--- config.mk ---
export PLATFORM = sky130hd
export DESIGN_NAME = sm_l2_src_remap
export DESIGN_NICKNAME = d
export VERILOG_FILES = /design/src/rtl/sm_l2_src_remap.sv
export SDC_FILE = /design/constraint.sdc
export NUM_CORES = 1
export LEC_CHECK = 0
export BUFFER_PORTS_ARGS = -buffer_cell sky130_fd_sc_hd__clkbuf_2
export CAP_MARGIN = 20
export CORE_AREA = 2 2 179 181
export DETAILED_ROUTE_END_ITERATION = 12
export DIE_AREA = 0 0 181 183
export PLACE_DENSITY = 0.57
export SETUP_SLACK_MARGIN = 0.02
export SYNTH_ARGS = -nofsm -noshare
export SYNTH_HDL_FRONTEND = slang
export SYNTH_SLANG_ARGS = --single-unit
--- constraint.sdc ---
create_clock -name clk -period 3.1 [get_ports clk]
set_clock_uncertainty 0.15 [all_clocks]
set_input_delay 0.155 -clock clk [delete_from_list [all_inputs] [get_ports clk]]
set_output_delay 0.155 -clock clk [all_outputs]
set_load 0.02 [all_outputs]
--- src/rtl/sm_l2_src_remap.sv ---
// SM->L2 source remapper: swaps the wide {cache-id, A_SOURCE} for a free-list index and restores it on the response.
// Optional SM_L2_REMAP_REQ_REG_EN adds a 1-entry registered slice on the request path.
`ifndef XLEN
`define XLEN 32
`endif
`ifndef DCACHE_BLOCKWORDS
`define DCACHE_BLOCKWORDS 2
`endif
`ifndef BYTESOFWORD
`define BYTESOFWORD 4
`endif
`ifndef D_SOURCE
`define D_SOURCE 8
`endif

module sm_l2_src_remap #(
  parameter int NUM_ENTRY   = 8,
  parameter int ENTRY_DEPTH = 3
) (
  input  logic                                       clk,
  input  logic                                       rst_n,
  input  logic                                       req_in_valid_i,
  output logic                                       req_in_ready_o,
  input  logic [2:0]                                 req_in_a_opcode_i,
  input  logic [2:0]                                 req_in_a_param_i,
  input  logic [`XLEN-1:0]                           req_in_a_addr_i,
  input  logic [`DCACHE_BLOCKWORDS*`XLEN-1:0]        req_in_a_data_i,
  input  logic [`DCACHE_BLOCKWORDS*`BYTESOFWORD-1:0] req_in_a_mask_i,
  input  logic [`D_SOURCE-1:0]                       req_in_a_source_i,
  output logic                                       req_out_valid_o,
  input  logic                                       req_out_ready_i,
  output logic [2:0]                                 req_out_a_opcode_o,
  output logic [2:0]                                 req_out_a_param_o,
  output logic [`XLEN-1:0]                           req_out_a_addr_o,
  output logic [`DCACHE_BLOCKWORDS*`XLEN-1:0]        req_out_a_data_o,
  output logic [`DCACHE_BLOCKWORDS*`BYTESOFWORD-1:0] req_out_a_mask_o,
  output logic [ENTRY_DEPTH-1:0]                     req_out_a_source_o,
  input  logic                                       rsp_in_valid_i,
  output logic                                       rsp_in_ready_o,
  input  logic [2:0]                                 rsp_in_d_opcode_i,
  input  logic [`XLEN-1:0]                           rsp_in_d_addr_i,
  input  logic [`DCACHE_BLOCKWORDS*`XLEN-1:0]        rsp_in_d_data_i,
  input  logic [ENTRY_DEPTH-1:0]                     rsp_in_d_source_i,
  output logic                                       rsp_out_valid_o,
  input  logic                                       rsp_out_ready_i,
  output logic [2:0]                                 rsp_out_d_opcode_o,
  output logic [`XLEN-1:0]                           rsp_out_d_addr_o,
  output logic [`DCACHE_BLOCKWORDS*`XLEN-1:0]        rsp_out_d_data_o,
  output logic [`D_SOURCE-1:0]                       rsp_out_d_source_o,
  output logic [ENTRY_DEPTH:0]                       outstanding_cnt_o,
  output logic                                       err_unalloc_o
);

  localparam int DW = `DCACHE_BLOCKWORDS * `XLEN;
  localparam int MW = `DCACHE_BLOCKWORDS * `BYTESOFWORD;
  localparam int SW = `D_SOURCE;
  localparam int CW = ENTRY_DEPTH + 1;

  function automatic logic [ENTRY_DEPTH-1:0] lowest_set(input logic [NUM_ENTRY-1:0] v);
    lowest_set = '0;
    for (int i = NUM_ENTRY - 1; i >= 0; i--) begin
      if (v[i]) lowest_set = ENTRY_DEPTH'(i);
    end
  endfunction

  logic [NUM_ENTRY-1:0] free_q;
  logic [NUM_ENTRY-1:0] free_d;
  logic [ENTRY_DEPTH-1:0] alloc_idx;
  logic                 full;
  logic                 alloc_fire;
  logic                 rsp_fire;
  logic                 hit_free;
  logic [CW-1:0]        cnt_q;
  logic                 err_q;
  logic [SW-1:0]        src_tab [NUM_ENTRY];

  assign alloc_idx = lowest_set(free_q);
  assign full      = ~|free_q;

`ifdef SM_L2_REMAP_REQ_REG_EN
  logic                   vld_p1;
  logic [2:0]             opcode_p1;
  logic [2:0]             param_p1;
  logic [`XLEN-1:0]       addr_p1;
  logic [DW-1:0]          data_p1;
  logic [MW-1:0]          mask_p1;
  logic [ENTRY_DEPTH-1:0] source_p1;

  // Allocation happens on entry into the slice, so the index travels with the beat.
  assign req_in_ready_o = ~full & (~vld_p1 | req_out_ready_i);
  assign alloc_fire     = req_in_valid_i & req_in_ready_o;

  always_ff @(posedge clk or negedge rst_n) begin
    if (!rst_n) begin
      vld_p1 <= 1'b0;
    end else if (alloc_fire) begin
      vld_p1 <= 1'b1;
    end else if (req_out_ready_i) begin
      vld_p1 <= 1'b0;
    end
  end

  always_ff @(posedge clk) begin
    if (alloc_fire) begin
      opcode_p1 <= req_in_a_opcode_i;
      param_p1  <= req_in_a_param_i;
      addr_p1   <= req_in_a_addr_i;
      data_p1   <= req_in_a_data_i;
      mask_p1   <= req_in_a_mask_i;
      source_p1 <= alloc_idx;
    end
  end

  assign req_out_valid_o    = vld_p1;
  assign req_out_a_opcode_o = opcode_p1;
  assign req_out_a_param_o  = param_p1;
  assign req_out_a_addr_o   = addr_p1;
  assign req_out_a_data_o   = data_p1;
  assign req_out_a_mask_o   = mask_p1;
  assign req_out_a_source_o = source_p1;
`else
  assign req_out_valid_o    = req_in_valid_i & ~full;
  assign req_in_ready_o     = req_out_ready_i & ~full;
  assign alloc_fire         = req_out_valid_o & req_out_ready_i;
  assign req_out_a_opcode_o = req_in_a_opcode_i;
  assign req_out_a_param_o  = req_in_a_param_i;
  assign req_out_a_addr_o   = req_in_a_addr_i;
  assign req_out_a_data_o   = req_in_a_data_i;
  assign req_out_a_mask_o   = req_in_a_mask_i;
  assign req_out_a_source_o = alloc_idx;
`endif

  always_ff @(posedge clk) begin
    if (alloc_fire) src_tab[alloc_idx] <= req_in_a_source_i;
  end

  logic                 vld_p0;
  logic [2:0]           rsp_opcode_p0;
  logic [`XLEN-1:0]     rsp_addr_p0;
  logic [DW-1:0]        rsp_data_p0;
  logic [SW-1:0]        rsp_source_p0;

  assign rsp_in_ready_o = ~vld_p0 | rsp_out_ready_i;
  assign rsp_fire       = rsp_in_valid_i & rsp_in_ready_o;
  assign hit_free       = free_q[rsp_in_d_source_i];

  // Release before claim: a stray response can never steal an index allocated in the same edge.
  always_comb begin
    free_d = free_q;
    if (rsp_fire)   free_d[rsp_in_d_source_i] = 1'b1;
    if (alloc_fire) free_d[alloc_idx] = 1'b0;
  end

  always_ff @(posedge clk or negedge rst_n) begin
    if (!rst_n) begin
      free_q  <= '1;
      cnt_q   <= '0;
      err_q   <= 1'b0;
      vld_p0  <= 1'b0;
    end else begin
      free_q <= free_d;
      case ({alloc_fire, rsp_fire & ~hit_free})
        2'b10:   cnt_q <= cnt_q + CW'(1);
        2'b01:   cnt_q <= cnt_q - CW'(1);
        default: cnt_q <= cnt_q;
      endcase
      if (rsp_fire & hit_free) err_q <= 1'b1;
      if (rsp_fire) begin
        vld_p0 <= 1'b1;
      end else if (rsp_out_ready_i) begin
        vld_p0 <= 1'b0;
      end
    end
  end

  // Response stage boundary: beat plus restored source registered together.
  always_ff @(posedge clk) begin
    if (rsp_fire) begin
      rsp_opcode_p0 <= rsp_in_d_opcode_i;
      rsp_addr_p0   <= rsp_in_d_addr_i;
      rsp_data_p0   <= rsp_in_d_data_i;
      rsp_source_p0 <= src_tab[rsp_in_d_source_i];
    end
  end

  assign rsp_out_valid_o    = vld_p0;
  assign rsp_out_d_opcode_o = rsp_opcode_p0;
  assign rsp_out_d_addr_o   = rsp_addr_p0;
  assign rsp_out_d_data_o   = rsp_data_p0;
  assign rsp_out_d_source_o = rsp_source_p0;
  assign outstanding_cnt_o  = cnt_q;
  assign err_unalloc_o      = err_q;

endmodule
==> reports/qor.txt, run 1 <==
STATUS
--------------------------------------------------------------------------------------------------
Status                                                                                complete, no violations

SETUP PATH
--------------------------------------------------------------------------------------------------
Critical path data arrival time                                                            2990 ps
Critical path peak fanout                                                                       10
Cell Chain, Critical Path                                                             dlygate4sd3_1 -> clkbuf_2 -> mux2_2 -> a222oi_1 -> and3_1 -> ha_1 -> xor2_1 -> ha_1 -> a21oi_1 -> xor2_1 -> nor2_1 -> xor2_1
Buf/Inv on CP                                                                                    2
Crit-path most repeated cell                                                          sky130_fd_sc_hd__xor2_1
Classification of the worst setup path                                                      in2reg
Peak per-stage delay on the critical path                                                   530 ps
Endpoint kind of the worst setup timing path                                              register
Data required time at the worst endpoint                                                   3260 ps
Family with the most delay on the worst path                                          buffers and inverters
Cell with the largest stage delay on the worst path                                   sky130_fd_sc_hd__dlygate4sd3_1
Startpoint Class                                                                      primary input

CLOCK NETWORK
--------------------------------------------------------------------------------------------------
Cts hold-fix bufs                                                                              112
Total CTS buffers                                                                               17
CTS H-tree lvls                                                                                  4
Worst-Skew Late Latency                                                                     430 ps
Buffer levels on the longest clock path                                                          2
Number of cells upsized or downsized after cts                                                   0
Clock tree from TritonCTS                                                                      yes
Clock transition time at the flip-flop clock pins of the worst setup and hold paths          80 ps
Sink count of the clock tree                                                                   185
CTS root buf                                                                          sky130_fd_sc_hd__clkbuf_16
Total setup buffers inserted after CTS                                                           0

STA
--------------------------------------------------------------------------------------------------
Setup TNS                                                                                     0 ps
Highest Clock Rate                                                                       0.354 GHz
Worst slew slack as a fraction of its limit                                                  44.4%
RSZ-0062 raised after global routing                                                            no
Final max-slew violation count                                                                   0
Min Clock Period, post-route                                                               2830 ps
Hold Fails Final Rpt                                                                             0
Least-Margin Pin Slew                                                                       834 ps
Final worst-path cycle share                                                                 91.3%
Total of endpoints with negative setup slack in the final report                                 0

FLOORPLAN
--------------------------------------------------------------------------------------------------
Std cell rows                                                                                   65
Y dimension of the die                                                                      183 um
Die Outline Area                                                                         33100 um2
I/O pin cnt                                                                                    455
Initial core utilization                                                                     23.9%
Die Wd                                                                                      181 um
CORE AREA                                                                                31200 um2

FINAL LAYOUT
--------------------------------------------------------------------------------------------------
Final std cells w/o fill                                                                      1125
FILL cells                                                                                    3086
Fraction of layout cells with a size suffix above 1                                          42.5%
Net count, final                                                                               939
Diodes inserted                                                                                  0
Area delta synth->final                                                                      35.5%

DETAILED ROUTING
--------------------------------------------------------------------------------------------------
Final ANT Viol Nets                                                                              0
Detailed-routing iteration count for the pre-antenna-repair pass                                 4
Vias per cell                                                                                 4.13
Number of DRC markers in iteration 0                                                           309
Number of remaining DRC errors                                                                   0
Total vias in the final route                                                                 4641
Final routed wire length divided by cell count                                             18.8 um
Final wirelength                                                                           21.2 mm

GRT
--------------------------------------------------------------------------------------------------
GR Overflow Total                                                                                0
Global-route usage over all layers                                                           12.6%
First-pass GRT wire length                                                                 30.6 mm
Pin count of the biggest net entering global routing                                           116
Antenna violations before repair                                                                 0
Vias in the first global route                                                                4859

SYNTHESIS
--------------------------------------------------------------------------------------------------
Sequential area share after synthesis                                                        73.6%
Cell taking the most area after synthesis                                             sky130_fd_sc_hd__edfxtp_1
Synthesized net count                                                                          683
Number of storage elements in the synthesis netlist                                            185
Fraction of registers with async set/reset                                                   7.57%
Post-synth EDFFs                                                                               171
Number of synthesis warnings                                                                     0
Yosys cell types                                                                                48
Main flop type after synthesis                                                        sky130_fd_sc_hd__edfxtp_1
Total standard cell area after synthesis                                                  7460 um2
Cell types with the largest area share after synthesis                                sky130_fd_sc_hd__edfxtp_1, sky130_fd_sc_hd__buf_4, sky130_fd_sc_hd__dfstp_2, sky130_fd_sc_hd__dfrtp_1, sky130_fd_sc_hd__mux4_2
Post-synthesis cell count                                                                      454
Post-synthesis area per instance                                                          16.4 um2
Proportion of netlist area held by the largest area contributor                              68.8%

PWR
--------------------------------------------------------------------------------------------------
Total power                                                                                6390 uW
Maximum vdd drop                                                                          0.309 mV
P_leak                                                                                  0.00397 uW
Power density normalized to cell area                                                   632 nW/um2

PLACE
--------------------------------------------------------------------------------------------------
Buffers on Ports                                                                               234
Detail Placement HPWL                                                                      14.8 mm
Placed cell count                                                                              981
Placer's final routability congestion estimate                                               0.770

MIN PATH
--------------------------------------------------------------------------------------------------
Type of the worst min-delay path                                                          in2async

JOB
--------------------------------------------------------------------------------------------------
Max Cap Viol                                                                                     0

[placed cells by master (no fill, tap or decap), drive strengths merged, types with 4 or more instances in the layout]
cell | synthesis | final
inv | 6 | 16
dfstp | 8 | 8
buf | 122 | 13
a21oi | 10 | 10
clkinv | 0 | 5
o21ai | 11 | 11
dfrtp | 6 | 6
dlygate4sd3 | 0 | 112
a31oi | 4 | 4
edfxtp | 171 | 171
clkbuf | 0 | 251
xor2 | 4 | 4
nor2 | 20 | 20
mux4 | 6 | 6
nand2 | 14 | 14
mux2 | 8 | 8
and2 | 4 | 4
nand3 | 5 | 5
mux2i | 10 | 10
[cell families (layout without fill, tap and decap cells)]
logic type | after synthesis | after routing | synth area share (%)
compound gates | 46 | 46 | 4.12
xor+xnor | 5 | 5 | 0.587
fa+ha+maj | 3 | 3 | 0.503
buf+inv | 128 | 397 | 12.5
flops | 185 | 185 | 73.6
mux | 24 | 24 | 4.36
simple gates | 63 | 63 | 4.31
[flip-flops by register name (all words and copies together), names as in the netlist]
register,cells
err_unalloc_o,1
free_q,8
outstanding_cnt_o,4
rsp_out_d_addr_o,32
rsp_out_d_data_o,64
rsp_out_d_opcode_o,3
rsp_out_d_source_o,8
rsp_out_valid_o,1
src_tab,64
[worst reg2reg max path, delay by kind of cell (launching register included)]
family | cells | cell delay (ps)
fa+ha+maj | 2 | 440
simple gates | 2 | 320
compound gates | 2 | 530
flops | 1 | 440
xor+xnor | 3 | 400
mux | 1 | 280
[where the power goes]
group	leakage (uW)	internal, uW	switching, uW	total, uW
Clock	0.000307	1140	1210	2350
Combinational	0.00191	405	552	957
Sequential	0.00175	2960	128	3090
Total	0.00397	4500	1890	6390
[per-layer routing]
metal | track usage, % | vias up | share of wire (%)
li1 | - | 2087 | -
met2 | 19.9 | 250 | 46
met1 | 15.0 | 2266 | 41
met5 | 1.48 | - | 0.33
met3 | 5.92 | 36 | 10
met4 | 4.49 | 2 | 2.1
[final cells by class]
| cell class | count | area (um2) | share of cell area (%) |
|---|---|---|---|
| Sequential cell | 185 | 5500 | 54.3 |
| Timing Repair Buffer | 359 | 2400 | 23.8 |
| Multi-Input combinational cell | 141 | 1040 | 10.3 |
| Tap cell | 402 | 503 | 4.97 |
| Clock buffer | 17 | 425 | 4.21 |
| Clock inverter | 15 | 216 | 2.14 |
| Inverter | 6 | 27.5 | 0.272 |
[final timing paths]
path / cells past startpoint / from / slack [ps] / endpoint
worst max-delay path: 12 / rsp_in_d_source_i[2] / 270 / outstanding_cnt_o[2]
worst min-delay path: 2 / rst_n / 20 / rsp_out_valid_o
worst max register to register: 10 / free_q[0] / 430 / outstanding_cnt_o[2]
worst min register to register: 1 / outstanding_cnt_o[3] / 330 / outstanding_cnt_o[3]
max in group asynchronous: 2 / rst_n / 2460 / free_q[1]
min in group clk: 3 / rsp_in_d_source_i[0] / 40 / free_q[7]
[cells in the mapped netlist (all sizes together), types with 4 or more instances]
master and number:
a21oi 10, nand2 14, edfxtp 171, dfrtp 6, mux4 6, xor2 4
mux2 8, dfstp 8, nand3 5, buf 122, nor2 20, a31oi 4
o21ai 11, inv 6, mux2i 10, and2 4
[metrics by stage]
| step | util [%] | setup WS, ps | cell area [um2] | hold slack (ps) |
|---|---|---|---|---|
| after global placement | 26.7 | 411 | 8350 | -60.7 |
| after global routing | 32.4 | 72.8 | 10100 | 54.2 |
| after CTS | 32.4 | 331 | 10100 | 9.87 |
| after detailed placement | 26.7 | 420 | 8350 | -59.0 |
| after floorplan | - | 116 | 7470 | -291 |
| final | 32.4 | 271 | 10100 | 22.8 |
No activity file was read; power rests on OpenSTA's default activity.
==> inputs of run 2 (changes only) <==
--- a/config.mk
+++ b/config.mk
@@ -11,7 +11,7 @@
 export DETAILED_ROUTE_END_ITERATION = 12
 export DIE_AREA = 0 0 181 183
 export PLACE_DENSITY = 0.57
-export SETUP_SLACK_MARGIN = 0.02
+export SETUP_SLACK_MARGIN = 0.4
 export SYNTH_ARGS = -nofsm -noshare
 export SYNTH_HDL_FRONTEND = slang
 export SYNTH_SLANG_ARGS = --single-unit
==> run 2 against run 1 <==
Against the previous run:
- clock-buffer cell count is the same
- clock power shrank 4%
- sequential share of layout area shrank 0.23 points
- first-iteration DRC count up 15%
- utilization rose by 0.14 points
- total power decreased by 1.1%
- via count up 1.9%
- routed wire length increased by 0.46%
- final cell count up 0.36%
- combinational power is 2.1% higher
- largest cell class unchanged
==> reports/qor.txt, run 2 (synthesis gave the netlist of run 1 again) <==
STATUS
--------------------------------------------------------------------------------------------------
Status                                                                                complete, no violations   unchanged

STA
--------------------------------------------------------------------------------------------------
Total of endpoints with negative setup slack in the final report                                 0   unchanged
Worst slew slack as a fraction of its limit                                                  43.9%   was 44.4%
Setup TNS                                                                                     0 ps   unchanged
Final worst-path cycle share                                                                 82.9%   was 91.3%
Final max-slew violation count                                                                   0   unchanged
Highest Clock Rate                                                                       0.389 GHz   was 0.354 GHz
RSZ-0062 raised after global routing                                                            no   unchanged
Min Hold Slack                                                                             44.0 ps   was 22.8 ps
Hold Fails Final Rpt                                                                             0   unchanged
Min Clock Period, post-route                                                               2570 ps   was 2830 ps
Setup ws final                                                                              529 ps   was 271 ps
Least-Margin Pin Slew                                                                       837 ps   was 834 ps

PLACE
--------------------------------------------------------------------------------------------------
Placed cell count                                                                              978   was 981
Placer's final routability congestion estimate                                               0.835   was 0.770
Detail Placement HPWL                                                                      14.7 mm   was 14.8 mm
Buffers on Ports                                                                               234   unchanged
Setup WS pre-CTS                                                                            310 ps   was 420 ps
Total cell area at the placement stage                                                    8350 um2   about the same

FLOORPLAN
--------------------------------------------------------------------------------------------------
Initial core utilization                                                                     23.9%   unchanged
Die Outline Area                                                                         33100 um2   unchanged
Std cell rows                                                                                   65   unchanged
Y dimension of the die                                                                      183 um   unchanged
Die Wd                                                                                      181 um   unchanged
I/O pin cnt                                                                                    455   unchanged
CORE AREA                                                                                31200 um2   unchanged

PWR
--------------------------------------------------------------------------------------------------
P_leak                                                                                  0.00398 uW   was 0.00397 uW
Power density normalized to cell area                                                   623 nW/um2   was 632 nW/um2
Maximum vdd drop                                                                          0.319 mV   was 0.309 mV

SETUP PATH
--------------------------------------------------------------------------------------------------
Critical path peak fanout                                                                        7   was 10
Startpoint Class                                                                          register   was primary input
Classification of the worst setup path                                                     reg2reg   was in2reg
Data required time at the worst endpoint                                                   3260 ps   about the same
Critical path data arrival time                                                            2730 ps   was 2990 ps
Endpoint kind of the worst setup timing path                                              register   unchanged

DETAILED ROUTING
--------------------------------------------------------------------------------------------------
Number of DRC markers in iteration 0                                                           356   was 309
Final routed wire length divided by cell count                                             18.9 um   was 18.8 um
Final ANT Viol Nets                                                                              0   unchanged
Vias per cell                                                                                 4.19   was 4.13
Number of remaining DRC errors                                                                   0   unchanged
Total vias in the final route                                                                 4730   was 4641
Detailed-routing iteration count for the pre-antenna-repair pass                                 4   unchanged
Final wirelength                                                                           21.3 mm   was 21.2 mm

JOB
--------------------------------------------------------------------------------------------------
Max Cap Viol                                                                                     0   unchanged

GRT
--------------------------------------------------------------------------------------------------
Global-route met1 utilization                                                                15.0%   about the same
Vias in the first global route                                                                4887   was 4859
Met3 Resource Use GR                                                                         6.57%   was 5.92%
Met2 Track Usage GR                                                                          19.7%   was 19.9%
Most heavily used metal layer in global routing                                               met2   unchanged
First-pass GRT wire length                                                                 30.6 mm   about the same
Global-route usage over all layers                                                           12.6%   about the same
GR Overflow Total                                                                                0   unchanged
Pin count of the biggest net entering global routing                                           116   unchanged
Antenna violations before repair                                                                 0   unchanged

CLOCK NETWORK
--------------------------------------------------------------------------------------------------
Clock tree from TritonCTS                                                                      yes   unchanged
CTS H-tree lvls                                                                                  4   unchanged
Sink count of the clock tree                                                                   185   unchanged
Buffer levels on the longest clock path                                                          2   unchanged
Total CTS buffers                                                                               17   unchanged
Clock transition time at the flip-flop clock pins of the worst setup and hold paths          70 ps   was 80 ps
CTS root buf                                                                          sky130_fd_sc_hd__clkbuf_16   unchanged
Worst-Skew Late Latency                                                                     430 ps   about the same

FINAL LAYOUT
--------------------------------------------------------------------------------------------------
Final Cell Area                                                                          10200 um2   was 10100 um2
Fraction of layout cells with a size suffix above 1                                          43.1%   was 42.5%
Net count, final                                                                               943   was 939
Leading cell type in the layout, fill and taps excluded                               sky130_fd_sc_hd__clkbuf_2   unchanged
Diodes inserted                                                                                  0   unchanged
Most used cells in the layout excluding fill and tap cells                            sky130_fd_sc_hd__clkbuf_2, sky130_fd_sc_hd__edfxtp_1, sky130_fd_sc_hd__dlygate4sd3_1   unchanged
Final std cells w/o fill                                                                      1129   was 1125
Area delta synth->final                                                                      36.0%   was 35.5%

MIN PATH
--------------------------------------------------------------------------------------------------
Type of the worst min-delay path                                                          in2async   unchanged

run 2: cell count changes in the layout (fill, tap and decap cells not counted), sizes merged:
cell / previous run / this run
buf: 13 / 17
clkinvlp: 0 / 3
bufinv: 0 / 2
inv: 16 / 11
run 2: cell type report:
| cell class | count | area [um2] |
|---|---|---|
| Fill cell | 3061 | 21100 |
| Sequential cell | 185 | 5500 |
| Tap cell | 402 | 503 |
| Clock buffer | 17 | 425 |
| Multi-Input combinational cell | 141 | 1060 |
| Clock inverter | 15 | 186 |
| Inverter | 6 | 48.8 |
| Timing Repair Buffer | 363 | 2430 |
run 2: critical path, stage by stage (launching register included):
cell and delay (ps):
sky130_fd_sc_hd__dfstp_2 410, sky130_fd_sc_hd__mux2_2 260, sky130_fd_sc_hd__a222oi_1 410, sky130_fd_sc_hd__and3_2 310, sky130_fd_sc_hd__ha_4 150, sky130_fd_sc_hd__xor2_1 70
sky130_fd_sc_hd__ha_1 180, sky130_fd_sc_hd__a21oi_1 150, sky130_fd_sc_hd__xor2_1 170, sky130_fd_sc_hd__nor2_1 70, sky130_fd_sc_hd__xor2_1 130
run 2: final timing paths:
check	slack (ps)	to	startpoint	depth (start not counted)
min in group clk	60	free_q[4]	req_in_valid_i	4
max in group asynchronous	2440	free_q[6]	rst_n	2
hold / removal	40	outstanding_cnt_o[3]	rst_n	2
setup / recovery	530	outstanding_cnt_o[2]	free_q[0]	10
hold reg to reg	330	outstanding_cnt_o[3]	outstanding_cnt_o[3]	1
setup reg to reg	530	outstanding_cnt_o[2]	free_q[0]	10
run 2: timing repair:
item,in CTS,in global routing
resized for setup,1,2
endpoints found under the setup margin,1,2
buffers inserted,1,6
hold buffers,112,0
pin swaps,1,5
endpoints found under the hold margin,182,0
run 2: power by group:
| part | switching, uW | internal [uW] |
|---|---|---|
| registers | 128 | 2960 |
| clock network | 1090 | 1160 |
| logic | 554 | 423 |
| total | 1780 | 4550 |
run 2: through the flow:
stage	total power, uW	utilization (%)
CTS	6410	32.3
global placement	3980	26.8
detailed placement	3990	26.8
floorplan	3830	-
global route	6620	32.5
finish	6320	32.5
run 2: per-layer routing:
layer | wire length (um) | vias up
met1 | 8710 | 2285
met4 | 333 | 2
li1 | - | 2097
met5 | 65 | -
met3 | 2340 | 36
met2 | 9850 | 310
==> inputs of run 3 (changes only) <==
--- a/config.mk
+++ b/config.mk
@@ -7,9 +7,9 @@
 export LEC_CHECK = 0
 export BUFFER_PORTS_ARGS = -buffer_cell sky130_fd_sc_hd__clkbuf_2
 export CAP_MARGIN = 20
-export CORE_AREA = 2 2 179 181
+export CORE_AREA = 2 2 175 177
 export DETAILED_ROUTE_END_ITERATION = 12
-export DIE_AREA = 0 0 181 183
+export DIE_AREA = 0 0 177 179
 export PLACE_DENSITY = 0.57
 export SETUP_SLACK_MARGIN = 0.4
 export SYNTH_ARGS = -nofsm -noshare
==> constraint.sdc (replaced) <==
create_clock -name clk -period 2.64 [get_ports clk]
set_clock_uncertainty 0.15 [all_clocks]
set_input_delay 0.132 -clock clk [delete_from_list [all_inputs] [get_ports clk]]
set_output_delay 0.132 -clock clk [all_outputs]
set_load 0.02 [all_outputs]
==> run 3 against run 2 <==
Against the previous run:
- critical path depth unchanged
- global-route usage increased by 0.62 points
- routed wire length increased by 1.0%
- first-iteration DRC count increased by 3.9%
- final cell count about the same
- fmax increased by 2.7%
- combinational power increased by 30%
- critical path type unchanged
- critical endpoint is now outstanding_cnt_o[3]
- largest cell class unchanged
- highest routed layer unchanged
==> reports/qor.txt, run 3 (synthesis gave the netlist of run 1 again) <==
STA
--------------------------------------------------------------------------------------------------
Highest Clock Rate                                                                       0.400 GHz   was 0.389 GHz
Total of endpoints with negative setup slack in the final report                                 0   unchanged
Hold Fails Final Rpt                                                                             0   unchanged
Worst slew slack as a fraction of its limit                                                  52.1%   was 43.9%
RSZ-0062 raised after global routing                                                           yes   was no
Setup TNS                                                                                     0 ps   unchanged
Least-Margin Pin Slew                                                                       718 ps   was 837 ps
Final max-slew violation count                                                                   0   unchanged
Min Clock Period, post-route                                                               2500 ps   was 2570 ps
Min Hold Slack                                                                             37.3 ps   was 44.0 ps
Final worst-path cycle share                                                                 94.8%   was 82.9%

SETUP PATH
--------------------------------------------------------------------------------------------------
Cell with the largest stage delay on the worst path                                   sky130_fd_sc_hd__dfstp_2   unchanged
Peak per-stage delay on the critical path                                                   380 ps   was 410 ps
Cell Chain, Critical Path                                                             mux2_4 -> a222oi_1 -> buf_4 -> and3_4 -> buf_4 -> ha_4 -> and4bb_2 -> a211oi_1 -> a211oi_1 -> xor2_1   was mux2_2 -> a222oi_1 -> and3_2 -> ha_4 -> xor2_1 -> ha_1 -> a21oi_1 -> xor2_1 -> nor2_1 -> xor2_1
Critical path peak fanout                                                                        4   was 7
Endpoint kind of the worst setup timing path                                              register   unchanged
Critical path data arrival time                                                            2670 ps   was 2730 ps
Startpoint Class                                                                          register   unchanged
Data required time at the worst endpoint                                                   2810 ps   was 3260 ps
Classification of the worst setup path                                                     reg2reg   unchanged

FINAL LAYOUT
--------------------------------------------------------------------------------------------------
Most used cells in the layout excluding fill and tap cells                            sky130_fd_sc_hd__clkbuf_2, sky130_fd_sc_hd__edfxtp_1, sky130_fd_sc_hd__dlygate4sd3_1   unchanged
FILL cells                                                                                    2941   was 3061
Fraction of layout cells with a size suffix above 1                                          44.7%   was 43.1%
Diodes inserted                                                                                  0   unchanged
Layout Utilization                                                                           34.2%   was 32.5%
Area of the multi-input gates                                                             1120 um2   was 1060 um2
Area delta synth->final                                                                      37.4%   was 36.0%
Net count, final                                                                               950   was 943
Area occupied by registers                                                                5500 um2   about the same
Leading cell type in the layout, fill and taps excluded                               sky130_fd_sc_hd__clkbuf_2   unchanged

PWR
--------------------------------------------------------------------------------------------------
Power density normalized to cell area                                                   731 nW/um2   was 623 nW/um2
P_leak                                                                                  0.00403 uW   was 0.00398 uW
Maximum vdd drop                                                                          0.418 mV   was 0.319 mV

DETAILED ROUTING
--------------------------------------------------------------------------------------------------
Detailed-routing iteration count for the pre-antenna-repair pass                                 5   was 4
Number of remaining DRC errors                                                                   0   unchanged
Final wirelength                                                                           21.5 mm   was 21.3 mm
Total vias in the final route                                                                 4756   was 4730
Number of DRC markers in iteration 0                                                           370   was 356
Final ANT Viol Nets                                                                              0   unchanged
Final routed wire length divided by cell count                                             19.0 um   was 18.9 um
Vias per cell                                                                                 4.21   was 4.19

FLOORPLAN
--------------------------------------------------------------------------------------------------
Y dimension of the die                                                                      179 um   was 183 um
Die Wd                                                                                      177 um   was 181 um
CORE AREA                                                                                30000 um2   was 31200 um2
I/O pin cnt                                                                                    455   unchanged
Initial core utilization                                                                     24.9%   was 23.9%
Die Outline Area                                                                         31700 um2   was 33100 um2
Std cell rows                                                                                   64   was 65

CLOCK NETWORK
--------------------------------------------------------------------------------------------------
CTS root buf                                                                          sky130_fd_sc_hd__clkbuf_16   unchanged
Clock tree from TritonCTS                                                                      yes   unchanged
Buffer levels on the longest clock path                                                          2   unchanged
CTS H-tree lvls                                                                                  4   unchanged
Clock transition time at the flip-flop clock pins of the worst setup and hold paths          80 ps   was 70 ps
Worst-Skew Late Latency                                                                     440 ps   was 430 ps
Total CTS buffers                                                                               17   unchanged
Sink count of the clock tree                                                                   185   unchanged

GRT
--------------------------------------------------------------------------------------------------
GR Overflow Total                                                                                0   unchanged
Vias in the first global route                                                                4651   was 4887
Pin count of the biggest net entering global routing                                           116   unchanged
Global-route usage over all layers                                                           13.3%   was 12.6%
First-pass GRT wire length                                                                 29.7 mm   was 30.6 mm
Antenna violations before repair                                                                 0   unchanged

PLACE
--------------------------------------------------------------------------------------------------
Buffers on Ports                                                                               234   unchanged
Placer's final routability congestion estimate                                               0.850   was 0.835
Detail Placement HPWL                                                                      14.9 mm   was 14.7 mm

STATUS
--------------------------------------------------------------------------------------------------
Status                                                                                complete, no violations   unchanged

JOB
--------------------------------------------------------------------------------------------------
Max Cap Viol                                                                                     0   unchanged

MIN PATH
--------------------------------------------------------------------------------------------------
Type of the worst min-delay path                                                            in2reg   was in2async

## run 3: power breakdown
| group | switching (uW) | internal [uW] | leakage, uW |
|---|---|---|---|
| logic | 707 | 561 | 0.00198 |
| clock network | 1250 | 1360 | 0.000295 |
| registers | 140 | 3470 | 0.00175 |
## run 3: worst max-delay path: cells and delay by family (launching register included)
kind	cells	cell delay [ps]
xor gates and xnor gates	1	150
muxes	1	260
adders and majority gates	1	140
AOI/OAI and AO/OA	3	600
buffers and inverters	2	290
and+or+nand+nor	2	400
DFF	1	380
## run 3: worst paths after layout
path / cells past startpoint / to / from / slack, ps
min in group asynchronous: 2 / free_q[0] / rst_n / 170
min reg2reg: 1 / outstanding_cnt_o[3] / outstanding_cnt_o[3] / 320
min: 3 / free_q[7] / rsp_in_d_source_i[0] / 40
max: 10 / outstanding_cnt_o[3] / free_q[0] / 140
max reg2reg: 10 / outstanding_cnt_o[3] / free_q[0] / 140
max in group asynchronous: 3 / rsp_out_valid_o / rst_n / 1380
## run 3: through the flow
stage / cell area [um2] / worst slack [ps] / instances / power [uW]
after floorplan: 7530 / 280 / 454 / 4510
after global placement: 8410 / 136 / 977 / 4710
after detailed placement: 8410 / 114 / 977 / 4710
after CTS: 10200 / 146 / 1126 / 7560
after global routing: 10300 / 29.7 / 1130 / 7840
final: 10300 / 138 / 1130 / 7490
## run 3: final cells by class
class	instances	area share (%)
sequential	185	53.6
timing repair buffer	370	24.3
multi-input combinational	141	10.9
tap	396	4.83
clock buffer	17	4.15
clock inverter	15	1.79
inverter	6	0.403
## run 3: what timing repair did
action | in CTS | in global routing
pin swaps | 3 | 3
endpoints found under the hold margin | 183 | 0
hold buffers | 114 | 0
setup buffers | 3 | 4
resized for setup | 5 | 5
setup endpoints to repair | 4 | 8
## run 3: routing by layer
metal	part of all wire [%]	up-vias	global-route usage [%]
li1	-	2113	-
met1	43	2319	16.6
met2	44	280	18.8
met3	12	42	7.89
met4	1.8	2	4.17
met5	0.25	-	1.92
